--- src/rtl/dnn_pkg.sv ---
// Shared encodings, field positions and decoded command layout for the DNN command issue path.
package dnn_pkg;

  localparam int unsigned INSTR_W  = 32;
  localparam int unsigned OP_W     = 5;
  localparam int unsigned DATA_W   = 25;
  localparam int unsigned LAYER_W  = 5;
  localparam int unsigned LEN_W    = 8;
  localparam int unsigned ADDR_W   = 12;

  localparam logic [1:0] DNN_CLS_CFG = 2'b01;
  localparam logic [1:0] DNN_CLS_RUN = 2'b10;

  localparam int unsigned CLS_LO   = 0;
  localparam int unsigned CLS_HI   = 1;
  localparam int unsigned OP_LO    = 2;
  localparam int unsigned OP_HI    = 6;
  localparam int unsigned DATA_LO  = 7;
  localparam int unsigned DATA_HI  = 31;
  localparam int unsigned LAYER_LO = 7;
  localparam int unsigned LAYER_HI = 11;
  localparam int unsigned LEN_LO   = 12;
  localparam int unsigned LEN_HI   = 19;
  localparam int unsigned ADDR_LO  = 20;
  localparam int unsigned ADDR_HI  = 31;

  typedef enum logic [1:0] {IDLE, CFG, RUN, WAIT_DONE} state_t;

  typedef struct packed {
    logic [ADDR_W-1:0]  addr;
    logic [LEN_W-1:0]   len;
    logic [LAYER_W-1:0] layer;
    logic [DATA_W-1:0]  data;
    logic [OP_W-1:0]    op;
  } dnn_cmd_t;

  // Class bits are consumed at dispatch, so only the upper bits are decoded here.
  function automatic dnn_cmd_t dnn_decode(input logic [INSTR_W-1:OP_LO] instr);
    dnn_cmd_t c;
    c.addr  = instr[ADDR_HI:ADDR_LO];
    c.len   = instr[LEN_HI:LEN_LO];
    c.layer = instr[LAYER_HI:LAYER_LO];
    c.data  = instr[DATA_HI:DATA_LO];
    c.op    = instr[OP_HI:OP_LO];
    return c;
  endfunction

endpackage

--- src/rtl/dnn_cmd_fifo.sv ---
// In-order command FIFO; pointers wrap modulo DEPTH, occupancy runs 0..DEPTH.
module dnn_cmd_fifo
  import dnn_pkg::*;
#(
  parameter int unsigned DEPTH = 4
) (
  input  logic               clk,
  input  logic               rst,
  input  logic               push_i,
  input  logic               pop_i,
  input  logic [INSTR_W-1:0] wr_data_i,
  output logic [INSTR_W-1:0] rd_data_o,
  output logic               full_o,
  output logic               empty_o
);

  localparam int unsigned AW = $clog2(DEPTH);
  localparam int unsigned CW = $clog2(DEPTH + 1);

  logic [INSTR_W-1:0] mem_q [DEPTH];
  logic [AW-1:0]      wr_ptr_q, wr_ptr_d;
  logic [AW-1:0]      rd_ptr_q, rd_ptr_d;
  logic [CW-1:0]      count_q, count_d;
  logic               do_push, do_pop;

  always_comb begin
    do_push  = push_i & ~full_o;
    do_pop   = pop_i & ~empty_o;
    wr_ptr_d = wr_ptr_q + AW'(do_push);
    rd_ptr_d = rd_ptr_q + AW'(do_pop);
    count_d  = count_q + CW'(do_push) - CW'(do_pop);
  end

  always_ff @(posedge clk or posedge rst) begin
    if (rst) begin
      wr_ptr_q <= '0;
      rd_ptr_q <= '0;
      count_q  <= '0;
    end else begin
      wr_ptr_q <= wr_ptr_d;
      rd_ptr_q <= rd_ptr_d;
      count_q  <= count_d;
    end
  end

  // Storage needs no reset; occupancy alone decides what is valid.
  always_ff @(posedge clk) begin
    if (do_push) mem_q[wr_ptr_q] <= wr_data_i;
  end

  assign rd_data_o = mem_q[rd_ptr_q];
  assign full_o    = (count_q == CW'(DEPTH));
  assign empty_o   = (count_q == '0);

endmodule

--- src/rtl/dnn_cmd_issue.sv ---
// Qualifies custom DNN instructions, queues them, and sequences each one to the engine
// as a config handshake or an addressed run burst followed by a bounded wait for done.
module dnn_cmd_issue
  import dnn_pkg::*;
#(
  parameter int unsigned DEPTH   = 4,
  parameter int unsigned TIMEOUT = 1024
) (
  input  logic                clk,
  input  logic                rst,
  input  logic [INSTR_W-1:0]  instr_i,
  input  logic                instr_en_i,
  output logic                stall_o,
  output logic                cfg_valid_o,
  output logic [OP_W-1:0]     cfg_op_o,
  output logic [DATA_W-1:0]   cfg_data_o,
  input  logic                cfg_ready_i,
  output logic                beat_valid_o,
  output logic [ADDR_W-1:0]   beat_addr_o,
  output logic [LAYER_W-1:0]  beat_layer_o,
  output logic                beat_last_o,
  input  logic                beat_ready_i,
  input  logic                run_done_i,
  output logic                busy_o,
  output logic                err_o
);

  localparam int unsigned TW = $clog2(TIMEOUT);

  state_t             state_q, state_d;
  dnn_cmd_t           cmd_q, cmd_d;
  logic [LEN_W-1:0]   cnt_q, cnt_d;
  logic [TW-1:0]      tmo_q, tmo_d;
  logic               err_q, err_d;

  logic [INSTR_W-1:0] head;
  logic [1:0]         in_cls;
  logic               push_c, pop_c;
  logic               fifo_full, fifo_empty;

  // Only config and run classes enter the queue; stall depends on occupancy alone.
  assign in_cls = instr_i[CLS_HI:CLS_LO];
  assign push_c = instr_en_i & ((in_cls == DNN_CLS_CFG) | (in_cls == DNN_CLS_RUN)) & ~fifo_full;

  dnn_cmd_fifo #(.DEPTH(DEPTH)) u_fifo (
    .clk       (clk),
    .rst       (rst),
    .push_i    (push_c),
    .pop_i     (pop_c),
    .wr_data_i (instr_i),
    .rd_data_o (head),
    .full_o    (fifo_full),
    .empty_o   (fifo_empty)
  );

  always_ff @(posedge clk or posedge rst) begin
    if (rst) begin
      state_q <= IDLE;
      cmd_q   <= '0;
      cnt_q   <= '0;
      tmo_q   <= '0;
      err_q   <= 1'b0;
    end else begin
      state_q <= state_d;
      cmd_q   <= cmd_d;
      cnt_q   <= cnt_d;
      tmo_q   <= tmo_d;
      err_q   <= err_d;
    end
  end

  always_comb begin
    state_d      = state_q;
    cmd_d        = cmd_q;
    cnt_d        = cnt_q;
    tmo_d        = tmo_q;
    err_d        = err_q;
    pop_c        = 1'b0;
    cfg_valid_o  = 1'b0;
    cfg_op_o     = '0;
    cfg_data_o   = '0;
    beat_valid_o = 1'b0;
    beat_addr_o  = '0;
    beat_layer_o = '0;
    beat_last_o  = 1'b0;

    unique case (state_q)
      IDLE: begin
        if (!fifo_empty) begin
          pop_c   = 1'b1;
          cmd_d   = dnn_decode(head[INSTR_W-1:OP_LO]);
          cnt_d   = '0;
          state_d = (head[CLS_HI:CLS_LO] == DNN_CLS_CFG) ? CFG : RUN;
        end
      end
      CFG: begin
        cfg_valid_o = 1'b1;
        cfg_op_o    = cmd_q.op;
        cfg_data_o  = cmd_q.data;
        if (cfg_ready_i) state_d = IDLE;
      end
      RUN: begin
        beat_valid_o = 1'b1;
        beat_addr_o  = cmd_q.addr + ADDR_W'(cnt_q);
        beat_layer_o = cmd_q.layer;
        beat_last_o  = (cnt_q == cmd_q.len);
        if (beat_ready_i) begin
          if (cnt_q == cmd_q.len) begin
            state_d = WAIT_DONE;
            tmo_d   = '0;
          end else begin
            cnt_d = cnt_q + LEN_W'(1);
          end
        end
      end
      WAIT_DONE: begin
        if (run_done_i) begin
          state_d = IDLE;
        end else if (tmo_q == TW'(TIMEOUT - 1)) begin
          err_d   = 1'b1;
          state_d = IDLE;
        end else begin
          tmo_d = tmo_q + TW'(1);
        end
      end
      default: state_d = IDLE;
    endcase
  end

  assign stall_o = fifo_full;
  assign busy_o  = (state_q != IDLE) | ~fifo_empty;
  assign err_o   = err_q;

endmodule

--- config.mk ---
export PLATFORM = sky130hd
export DESIGN_NAME = dnn_cmd_issue
export DESIGN_NICKNAME = d
export VERILOG_FILES = /design/src/rtl/dnn_pkg.sv /design/src/rtl/dnn_cmd_fifo.sv /design/src/rtl/dnn_cmd_issue.sv
export SDC_FILE = /design/constraint.sdc
export NUM_CORES = 1
export LEC_CHECK = 0
export ABC_CLOCK_PERIOD_IN_PS = 11900
export BUFFER_PORTS_ARGS = -buffer_cell sky130_fd_sc_hd__clkbuf_2
export CORE_MARGIN = 3
export CORE_UTILIZATION = 63
export CTS_BUF_LIST = sky130_fd_sc_hd__clkbuf_4
export DETAILED_ROUTE_END_ITERATION = 6
export PLACE_DENSITY = 0.95
export SLEW_MARGIN = 10
export SYNTH_ARGS = -nofsm -noshare
export SYNTH_HDL_FRONTEND = slang
export SYNTH_HIERARCHICAL = 1
export SYNTH_SLANG_ARGS = --single-unit
--- constraint.sdc ---
create_clock -name clk -period 11.9 [get_ports clk]
set_clock_uncertainty 0.15 [all_clocks]
set_input_delay 0.595 -clock clk [delete_from_list [all_inputs] [get_ports clk]]
set_output_delay 0.595 -clock clk [all_outputs]
set_load 0.01 [all_outputs]
* Word level (Yosys, flattened, before mapping) *
Memories as Yosys holds them, arrays and structs flattened.
Cells that the tools add are included.

word-level totals
  output and inout port bits = 53
  register bits after elaboration = 83
  memory bits (writable) = 128
  logic and storage cells = 84
  memories = 1

operators by class
  equality and inequality tests = 17
  reduce and logical (&&, ||, !) cells = 10
  muxes and demuxes = 28
  add/subtract/negate cells = 7
  bitwise gates (word level) = 9

memory list
  memory        depth  width  read ports  clocked after memory_dff  wr ports  RTL line            RTL
  u_fifo.mem_q  4      32     1           0                         1         dnn_cmd_fifo.sv:20  logic [INSTR_W-1:0] mem_q [DEPTH];

operators with widths
  operator                                             count
  2-to-1 mux 10 bit                                    4
  2-to-1 mux 25 bit                                    1
  2-to-1 mux 8 bit                                     3
  one-hot mux 10 bit (2 select lines)                  1
  one-hot mux 8 bit (2 select lines)                   1
  2-to-1 mux 2 bit                                     7
  != test 2 bit, second input constant                 7
  adder 12 x 8 -> 12 bit                               1
  2-to-1 mux 12 bit                                    1
  adder 10 x 1 -> 10 bit, second input constant        1
  equality test 10 bit, second input constant          1
  2-to-1 mux 5 bit                                     2
  AND reduction 5 bit                                  2
  adder 8 x 1 -> 8 bit, second input constant          1
  equality test 8 bit                                  1
  one-hot mux 2 bit (4 select lines)                   1
  2-to-1 mux 1 bit                                     7
  equality test 2 x 1 -> 1 bit, second input constant  3
  equality test 2 bit, second input constant           3
  nonzero test 2 bit                                   3
  adder 2 x 1 -> 2 bit                                 2
  bitwise AND 1 bit                                    4
  AND reduction 4 bit                                  1
  adder 3 x 1 -> 3 bit                                 1
  other kinds (9)                                      12

* Depth between registers and ports, before layout *
  word-level depth = 7
  gate-level depth with buffers = 11
  depth with buffers taken out = 9

* Cells and area by module *
Netlist, hierarchy kept.

modules (own cells, without submodules)
  module         instances  cells an instance  area each (um2)  seq. area each (um2)
  dnn_cmd_fifo   1          200                5062.4           4018.9
  dnn_cmd_issue  1          377                3134.3           1276.2

* Worst setup path before layout *
Ideal clock, no wire load.

  path type = input -> register
  start point = input instr_i[0]
  end point = memory u_fifo.mem_q[0][0] (enable)
  setup time = 513 ps
  arrival time = 4559 ps
  cell stages on the path = 3
  path slack = 6678 ps
  path buffers = 0
  path through = xnor2_1 > nor3b_1 > nor4b_1

on the way
  cells in the longest elaborated chain, start to end = 7
  elaborated cells between the ends (all ways) = 8
  classes of those cells = eq/ne: 2; mux: 2; bitwise: 4

RTL lines
  what                                                                        RTL line             RTL
  from (decl)                                                                 dnn_cmd_issue.sv:11  input logic [INSTR_W-1:0] instr_i,
  equality test 2 x 1 -> 1 bit / equality test 2 bit (equally long branches)  dnn_cmd_issue.sv:43  assign push_c = instr_en_i & ((in_cls == DNN_CLS_CFG) | (in_cls == DNN_CLS_RUN)) & ~fifo_full;
  bitwise OR 1 bit (*)                                                        dnn_cmd_issue.sv:43
  bitwise AND 1 bit (*) (2 in series)                                         dnn_cmd_issue.sv:43
  via push_c                                                                  dnn_cmd_issue.sv:38  logic push_c, pop_c;
  bitwise AND 1 bit (*)                                                       dnn_cmd_fifo.sv:27   do_push = push_i & ~full_o;
  2-to-1 mux 1 bit (*)                                                        dnn_cmd_fifo.sv:48   if (do_push) mem_q[wr_ptr_q] <= wr_data_i;
  2-to-1 mux 1 bit (not written as such) (*)                                  dnn_cmd_fifo.sv:48
  to (decl)                                                                   dnn_cmd_fifo.sv:20

Mark *: on every way through the listed nets, which the timed path passes. The rest lies on a longest branch.

* Worst setup path in the final report *
  start point = register cnt_q[0]
  end point = output beat_addr_o[10]

on the way
  cells in the longest elaborated chain, start to end = 2

RTL lines
  what                    RTL line              RTL
  from (decl)             dnn_cmd_issue.sv:32   logic [LEN_W-1:0] cnt_q, cnt_d;
  from (signal assigned)  dnn_cmd_issue.sv:66   cnt_q <= cnt_d;
  adder 12 x 8 -> 12 bit  dnn_cmd_issue.sv:104  beat_addr_o = cmd_q.addr + ADDR_W'(cnt_q);
  2-to-1 mux 12 bit       dnn_cmd_issue.sv:87   unique case (state_q)
  to (decl)               dnn_cmd_issue.sv:19   output logic [ADDR_W-1:0] beat_addr_o,

Every way passes these cells.

==> impl_metrics.tcl <==
set metrics [dict create \
    rsz0062_at_grt "false" \
    cts_buffer_depth 2 \
    post-route-min-period_ps 3530 \
    r2r_setup_slack_ps 8470 \
    crit_arrival_ps 2780 \
    grt_pass1_wl_um 27600 \
    reg2reg_depth 10 \
    synth_edf_count 128 \
    placed_cell_area_um2 8800 \
    ir_worst_vdd_v 0.0000959 \
    yosysWarnings 6 \
    ys_async_sr_fraction_pct 31.2 \
    cpPeakStageDelay_ps 490 \
    finalSetupViolations 0 \
    syn_inst 577 \
    cts_buffers 17 \
    insertion_delay_ps 570 \
    syn2layout_area_growth_pct 11.2 \
    cts_root_buf "clkbuf_4" \
    synthDistinctLibCells 64 \
    grt-ovfl-total 0 \
    post_synth_most_frequent_cells "128 x edfxtp_1, 112 x nand2_1, 58 x dfrtp_1" \
    drt_iter0_markers 629 \
    synth_seq_cells 186 \
    port_buffers 90 \
    post-synth-top-count-cell "edfxtp_1" \
    cp_slowest_cell "dfrtp_1" \
    route.detailed.drc 0 \
    start_util_pct 64.7 \
    antenna_found_initial 0 \
    vias 5204 \
    path_clk_slew_ps 140 \
    worstReg2RegStart "u_fifo/count_q[0]" \
    place_congestion 0.934 \
    cp.required_ps 11160 \
    max_freq_mhz 284 \
    grt_use_total_pct 25.4 \
    wirelength_um 17100 \
    finalPower_uw 1350 \
    final_area_um2 9110 \
    power_density_nw_per_um2 148 \
    path_common_cell "a21o_1" \
    crit_type "reg -> out" \
    die_h_um 120 \
    coreArea_um2 12700 \
    p_leak_uw 0.00366 \
    yosysTopAreaCell "edfxtp_1" \
    hp-class "in -> reg" \
    via_per_inst 6.07 \
    yosysTopAreaCellShare_pct 46.9 \
    slew_viol_final 0 \
    hold_viol_final 0 \
    reg2reg_to "u_fifo/count_q[2]" \
    max-slew-margin-rel_pct 24.5 \
    clock-sinks 186 \
    die_x_um 120 \
    final.setup.tns_ps 0 \
    grt_max_degree 52 \
    first_pass_iters 5 \
    grt_pass1_vias 5248 \
    ys_seq_area_share_pct 64.6 \
    syn_area_um2 8200 \
    max_cap_violations 0 \
    setup.worst_path.end_class "output port" \
    cts_tree "built" \
    start_kind "register" \
    die_area_um2 14400 \
    period_share_pct 29.6 \
    setup.worst_path.start "cnt_q[0]" \
    drt-wirelength-per-cell_um 20.0 \
    final_util_pct 71.9 \
    path_cells "ha_1 -> fa_1 -> a21o_1 -> a21o_1 -> a21oi_1 -> o31a_1 -> o21a_1 -> clkbuf_2" \
    synthTopCellsByArea "edfxtp_1 47%, dfrtp_1 18%, mux4_2 7.7%" \
    cts_resized 0 \
    tightestPinTransition_ps 1130 \
    ys.flop_type "edfxtp_1" \
    pin_count 91 \
    status "complete, no violations" \
    worstPathMaxFanout 6 \
    row_count 41 \
    dp_hpwl_um 11500 \
    syn_area_per_cell_um2 14.2 \
    drive_above_1_share_pct 25.0 \
    synth_fp_nets 629 \
    cp-endpoint "beat_addr_o[10]" \
    worstHoldStart "instr_i[4]" \
    antenna_left 0 \
    htree_levels 4 \
    fin_nets 723 \
]
==> what timing repair did <==
action,in CTS,in global routing
hold buffers,1,0
hold endpoints to repair,7,0
buffers inserted,0,0
==> through the flow <==
stage / hold slack [ps] / worst slack [ps] / std cells
finish: 99.8 / 8370 / 857
global placement: 316 / 8750 / 823
detailed placement: 320 / 8590 / 823
global route: 34.6 / 8170 / 856
CTS: 48.9 / 8340 / 856
floorplan: 248 / 6680 / 577
==> registers in the layout, summed over array words and instances (netlist names) <==
register         flops
state_q              2
u_fifo/count_q       3
u_fifo/mem_q       128
u_fifo/rd_ptr_q      2
u_fifo/wr_ptr_q      2
err_o                1
tmo_q               10
cnt_q                8
cmd_q               30
==> where the power goes <==
part           switching (uW)  internal (uW)
clock network             207            147
logic                     106           79.6
registers                49.2            764
total                     362            990
==> area by class of cell <==
type | instances | area, um^2
sequential | 186 | 5300
fill | 798 | 3560
multi-input combinational | 356 | 2740
timing repair buffer | 99 | 520
tap | 172 | 215
clock inverter | 15 | 173
clock buffer | 17 | 128
inverter | 11 | 41.3
antenna | 1 | 2.50
==> cells in the final DEF (no fill, tap or decap), types with 8 or more instances in the layout <==
cell / netlist / routed
dfrtp_1: 58 / 57
o21ai_0: 8 / 8
xnor2_1: 18 / 18
clkbuf_2: 1 / 90
inv_1: 10 / 9
mux4_2: 28 / 28
edfxtp_1: 128 / 128
nor3_1: 11 / 11
nand2_1: 112 / 112
clkbuf_4: 0 / 17
buf_4: 0 / 8
nor2_1: 19 / 19
ha_1: 12 / 12
a21oi_1: 11 / 11
nand3_1: 8 / 8
a21o_1: 8 / 8
and2_1: 39 / 39
==> per-layer routing <==
| metal | part of all wire (%) | track usage (%) |
|---|---|---|
| met5 | 0 | 0 |
| met4 | 1.5 | 7.73 |
| met3 | 7.5 | 6.74 |
| met2 | 52 | 42.6 |
| met1 | 39 | 32.9 |
==> worst max-delay path, delay by kind of cell, from the launching register on <==
family | cells | cell delay, ps
compound gates | 5 | 970
buf+inv | 1 | 130
fa+ha+maj | 2 | 640
flops | 1 | 490
==> worst min-delay path by stage <==
| stage | end | slack, ps | depth (start not counted) |
|---|---|---|---|
| floorplan | u_fifo/count_q[0] | 250 | 1 |
| global placement | cmd_q[2] | 320 | 2 |
| detailed placement | cmd_q[4] | 320 | 2 |
| CTS | u_fifo/mem_q[2][4] | 50 | 1 |
| global route | u_fifo/mem_q[1][8] | 30 | 1 |
| finish | u_fifo/mem_q[0][4] | 100 | 1 |
==> cell families (layout without fill, tap and decap cells) <==
logic type	Yosys count	count (layout)	share of synthesized area (%)
DFF	186	186	64.6
xor gates and xnor gates	21	21	2.24
muxes	34	34	9.22
buffers and inverters	35	142	2.44
other	0	1	0
adders and majority gates	14	14	2.32
and+or+nand+nor	223	223	13.3
AOI/OAI and AO/OA	64	64	5.85
Power figures use the tool's default switching activity.
